### src/rtl/sp_ram_param.sv
// Parametrised single-port synchronous RAM with byte-enable writes, selectable
// read/write modes and a fill engine that writes FILL_VALUE to every word.
module sp_ram_param #(
    parameter int                DATA_W     = 8,
    parameter int                ADDR_W     = 8,
    parameter int                READ_MODE  = 0,
    parameter int                WRITE_MODE = 0,
    parameter logic [DATA_W-1:0] FILL_VALUE = '0,
    parameter bit                AUTO_FILL  = 1'b1
) (
    input  logic                clk,
    input  logic                reset_n,
    input  logic                ce,
    input  logic                wre,
    input  logic [ADDR_W-1:0]   ad,
    input  logic [DATA_W-1:0]   din,
    input  logic [DATA_W/8-1:0] be,
    input  logic                oce,
    input  logic                fill_req,
    output logic [DATA_W-1:0]   dout,
    output logic                dout_vld,
    output logic                busy
);

    localparam int DEPTH = 2 ** ADDR_W;
    localparam int NB    = DATA_W / 8;

    typedef enum logic {IDLE, FILL} state_t;

    state_t            state, state_nxt;
    logic [ADDR_W-1:0] fill_addr, fill_addr_nxt;

    logic [DATA_W-1:0] mem [DEPTH];

    logic              access;
    logic              new_valid;
    logic              mem_we;
    logic [ADDR_W-1:0] wr_addr;
    logic [DATA_W-1:0] wr_data;
    logic [NB-1:0]     wr_be;

    logic [DATA_W-1:0] s1_data;
    logic              s1_vld;

    assign busy      = (state == FILL);
    assign access    = reset_n && !busy && ce;
    // Writes only produce an output word when the write mode asks for one.
    assign new_valid = access && (!wre || WRITE_MODE != 0);

    always_ff @(posedge clk) begin
        if (!reset_n) begin
            state     <= AUTO_FILL ? FILL : IDLE;
            fill_addr <= '0;
        end else begin
            state     <= state_nxt;
            fill_addr <= fill_addr_nxt;
        end
    end

    always_comb begin
        state_nxt     = state;
        fill_addr_nxt = fill_addr;
        case (state)
            IDLE: begin
                if (fill_req)
                    state_nxt = FILL;
            end
            FILL: begin
                fill_addr_nxt = fill_addr + 1'b1;
                if (&fill_addr)
                    state_nxt = IDLE;
            end
            default: state_nxt = IDLE;
        endcase
    end

    // The fill engine and user writes share the single RAM port.
    always_comb begin
        if (busy) begin
            mem_we  = reset_n;
            wr_addr = fill_addr;
            wr_data = FILL_VALUE;
            wr_be   = '1;
        end else begin
            mem_we  = access && wre;
            wr_addr = ad;
            wr_data = din;
            wr_be   = be;
        end
    end

    always_ff @(posedge clk) begin
        if (mem_we)
            for (int i = 0; i < NB; i++)
                if (wr_be[i])
                    mem[wr_addr][8*i +: 8] <= wr_data[8*i +: 8];
    end

    // Stage 1 reads the pre-write word; write-through merges the enabled lanes.
    always_ff @(posedge clk) begin
        if (!reset_n) begin
            s1_data <= '0;
            s1_vld  <= 1'b0;
        end else begin
            if (new_valid)
                for (int i = 0; i < NB; i++)
                    s1_data[8*i +: 8] <= (wre && WRITE_MODE == 1 && be[i]) ?
                                         din[8*i +: 8] : mem[ad][8*i +: 8];
            s1_vld <= new_valid || (READ_MODE == 1 && s1_vld && !oce);
        end
    end

    generate
        if (READ_MODE == 1) begin : g_pipe
            always_ff @(posedge clk) begin
                if (!reset_n) begin
                    dout     <= '0;
                    dout_vld <= 1'b0;
                end else if (oce) begin
                    dout     <= s1_data;
                    dout_vld <= s1_vld;
                end else begin
                    dout_vld <= 1'b0;
                end
            end
        end else begin : g_bypass
            assign dout     = s1_data;
            assign dout_vld = s1_vld;
        end
    endgenerate

endmodule

### config.mk
export PLATFORM = sky130hd
export DESIGN_NAME = sp_ram_param
export DESIGN_NICKNAME = d
export VERILOG_FILES = /design/src/rtl/sp_ram_param.sv
export SDC_FILE = /design/constraint.sdc
export NUM_CORES = 2
export LEC_CHECK = 0
export ABC_AREA = 1
export CAP_MARGIN = 20
export CELL_PAD_IN_SITES_DETAIL_PLACEMENT = 0
export CELL_PAD_IN_SITES_GLOBAL_PLACEMENT = 1
export CORE_UTILIZATION = 52
export DETAILED_ROUTE_END_ITERATION = 12
export PLACE_DENSITY = 0.87
export SLEW_MARGIN = 20
export SYNTH_ARGS = -nofsm -noshare
export SYNTH_HDL_FRONTEND = slang
export SYNTH_SLANG_ARGS = --single-unit
### constraint.sdc
create_clock -name clk -period 11.1 [get_ports clk]
set_clock_uncertainty 0.2 [all_clocks]
set_input_delay 2.22 -clock clk [delete_from_list [all_inputs] [get_ports clk]]
set_output_delay 2.22 -clock clk [all_outputs]
set_load 0.05 [all_outputs]
# == Word level (Yosys, flattened, before mapping) ==
# Memories as Yosys holds them, arrays and structs flattened. A register that Yosys moved wholly into a read port is not among the register bits.
# Cells that the tools add are included.
# op_classes
n_addsub,1
n_mul,0
div_mod_pow,0
n_lt_le_gt_ge,0
eq_ne,0
n_shift,0
muxes,10
n_bitwise,1
n_reduce_logical,8
# ops
operator,n
8-bit two-way mux,2
8-bit by 1-bit adder with 8-bit output (second input constant),1
8-bit AND reduction,1
1-bit two-way mux,7
1-bit logical AND,4
1-bit zero test,3
1-bit one-hot mux with 2 select lines,1
1-bit inverter,1
# totals
reg_bits,10
latch_bits,0
ramBits,2048
romBits,0
inputBits,23
out_inout_bits,10
wordCells,24
memories,1
# memory_table
name,words,width,rd,rd_clocked_by_memory_dff,wr,line,source
mem,256,8,1,1,1,33,logic [DATA_W-1:0] mem [DEPTH];

# == Longest topological paths before layout ==
# depth
word_depth,7
mapped_depth,17
depth_no_buf,13

# == Least setup slack after synthesis ==
# OpenSTA, ideal clock, no wires.
# synth_timing
kind,input-to-reg
startpoint,in din[0]
endpoint,mem mem[0][0] (data pin)
t_arrival_ps,8197
t_required_ps,9494
slack_ps,1297
stages,2
path_buffers,0
path_cell_list,inv_1 nor2_1
# synth_via
elab_chain_len,1
# synth_lines
item,line,source
from (decl),16,"input logic [DATA_W-1:0] din,"
8-bit two-way mux,79,if (busy) begin
net wr_data[0],39,logic [DATA_W-1:0] wr_data;
to (decl),33,
# The timed path passes the listed nets, and every way through them passes these cells.

# == Worst setup path in the final report ==
# layout_timing
startpoint,in reset_n
endpoint,"mem mem[161][5], enable pin"
# layout_via
elab_chain_len,6
# layout_lines
item,line,source
from (decl),12,"input logic reset_n,"
1-bit logical AND (2 in series),46,assign access = reset_n && !busy && ce;
1-bit logical AND,85,mem_we = access && wre;
1-bit two-way mux (*),79,
1-bit two-way mux (*),93,if (mem_we)
1-bit two-way mux (implied by the code) (*),96,mem[wr_addr][8*i +: 8] <= wr_data[8*i +: 8];
# Mark *: on every way between the ends. The rest lies on a longest branch, timed or not.

==> metrics.txt <==
PostCTS Resize Cnt 0; initial antenna violation count 5; worst reg-to-reg path cell count 5; R2R setup slack 6570 ps; IO Port Bufs 31; Worst Setup Start Kind input pin; clk sinks 2066; Routed WL per cell 22.8 um; f_max 176 MHz; All-Layer GR Usage 0.257; Max IR drop VDD 0.000128 V; Int Pwr 0.0122 W; met1 WL 83500 um; Area Growth Syn to Fin 8.93%; Final Hold Viols 0; outcome finished, final reports clean; CTS Hold Bufs 0; post-route non-filler standard cell count 9255; total grt overflow 0; DRC 0; Die W 404 um; number of flops mapped to enable cells by yosys 2048; CP arrival 5940 ps; Synth top area share 0.731; switching share of total power 0.219; Vias/cell 5.88; CP startpoint reset_n; R2R Path Start busy$_SDFF_PN1_; Root Driver clkbuf_16; met3 wire length 20800 um; sw power 0.00344 W; core area 161000 sq um; Async SR Flop Fraction 0; Ys Warns 0; met2 wire len 98700 um; cts bufs inserted 195; Tcrit/Tclk final 0.512; global-route wire length before repair 314000 um; leakage power 32.0 nW; Clock Latency Late Sink 840 ps; Placed Cells 8891; vias 54500; Routed WL 211000 um; Netlist cell types 23; syn nets 7133; crit end category flip-flop; Mapped Avg Cell Area 11.8 sq um; cell with the most instances after synthesis nand2_1; hold_sp fill_addr[7]$_SDFFE_PN0P_; Final setup viols 0; Pre-antenna DRT Iters 9; highest metal used met5; post-layout min period 5680 ps; clock group share of total power 0.412; post-CTS setup buffers 0; Slew Limit Fails 0; post-synthesis sequential element count 2066; Final HPWL DP 114000 um; Die Height 404 um; type of the worst setup path in2reg; worst hold slack 321 ps; layout cells sized above 1 0.0520; cell area power density 171 nW/um^2; RSZ-0062 raised after global routing no; cells after synthesis 7109; Most used DFF post-synth edfxtp_1; Hold Path Depth 2; register share of total power 0.539; buffer depth of the longest clock path 3; CTS tree yes; critical path required time 11360 ps; Mapped Area 84100 sq um; largest net degree at the start of global routing 228; Area contributors post-synth edfxtp_1 73%, nand3_1 12%, nand2_1 9.5%; FP Rows 147; slew at the pin closest to its max-slew limit 1290 ps; Reg2Reg Capture Point mem[161][5]$_DFFE_PP_; Power, Total 0.0157 W; Synth area leader edfxtp_1; Min-Delay Path Class reg2reg; Worst slew margin 0.136; end of the worst hold path fill_addr[7]$_SDFFE_PN0P_; DRT antenna net count 0; number of global-route vias before repair 51100; register area share after synthesis 0.736; initial core utilization 0.524; clk slew on worst S/H paths 60 ps; Gate power share 0.049; H-tree depth 4; nets 6952; drt initial violations 6812; final setup TNS 0 ps; IO Count 33; critical path fanouts, max 23; die area 163000 sq um; max-cap violation count 0; Synth top cells by count 2124 x nand2_1, 2048 x edfxtp_1, 2031 x nand3_1; GPL Wtd Cong 0.855
-- state kept, by name, indices dropped and copies added, names as in the netlist --
name,count
dout_vld,1
busy,1
dout,8
fill_addr,8
mem,2048
-- routing by layer --
layer  global-route usage  vias to the layer above
met1                0.355                    26600
li1                     -                    24900
met4                0.106                        2
met2                0.403                     2613
met3               0.0490                      403
met5                    0                        -
-- power by group through the flow --
stage	combinational, W	sequential [W]	clock, W
after floorplan	0.000523	0.00861	0
after global routing	0.000828	0.00844	0.00679
final	0.000769	0.00845	0.00647
after detailed placement	0.000749	0.00861	0
after global placement	0.000738	0.00861	0
after CTS	0.000753	0.00845	0.00652
-- cells in the final DEF (no fill, tap or decap) --
cell type	count
nand2_1	2122
edfxtp_1	2048
nand3_1	2031
nor2_1	304
clkbuf_16	196
inv_1	55
clkinv_1	54
buf_4	48
clkinv_2	41
clkbuf_1	35
clkdlybuf4s50_1	25
dfxtp_1	17
bufinv_16	15
buf_12	15
o21ai_0	10
nor2_4	8
nor3_1	8
a21oi_1	7
inv_2	6
nand2_2	6
clkinvlp_4	5
clkinv_8	5
inv_6	5
nand4_1	4
inv_16	4
buf_8	3
diode_2	2
inv_8	2
clkinv_16	2
buf_2	2
inv_4	1
o21ai_4	1
o21ai_2	1
o21ai_1	1
nor2_2	1
nor4_1	1
a211oi_1	1
ha_1	1
dfxtp_2	1
clkinv_4	1
-- stage by stage --
| step | setup slack (ps) | cell area (sq um) | utilization |
|---|---|---|---|
| finish | 5420 | 91600 | 0.571 |
| global route | 5260 | 91600 | 0.571 |
| CTS | 5230 | 91600 | 0.570 |
| detailed placement | 4360 | 85400 | 0.532 |
| global placement | 4430 | 85400 | 0.532 |
| floorplan | 1300 | 84100 | - |
-- cell type report --
cell class	count	area (sq um)
fillers	12600	69000
flip-flops and latches	2066	61900
multi-input cells	4507	19600
clock buffers	231	5040
well taps	2160	2700
clock inverters	131	1150
repair buffers	93	966
inverters	65	278
diodes	2	5.00
-- kinds of logic after synthesis --
kind of cell | Yosys count | share of synthesized area
compound gates | 21 | 0.00132
fa+ha+maj | 1 | 0.000149
buf+inv | 536 | 0.0322
flops | 2066 | 0.736
simple gates | 4485 | 0.231
-- critical path, stage by stage --
cell and delay (ps):
clkdlybuf4s50_1 750, nand3_1 250, o21ai_4 680, nand4_1 980, nor2_1 1030
-- how the worst max path moves through the flow --
stage                             to  depth (start not counted)
3_3_place_gp    mem[14][5]$_DFFE_PP_                          5
6_report       mem[161][5]$_DFFE_PP_                          5
3_5_place_dp   mem[161][4]$_DFFE_PP_                          5
2_1_floorplan    mem[0][0]$_DFFE_PP_                          2
5_1_grt        mem[167][4]$_DFFE_PP_                          5
4_1_cts        mem[161][5]$_DFFE_PP_                          5
(Power assumes the default switching activity.)
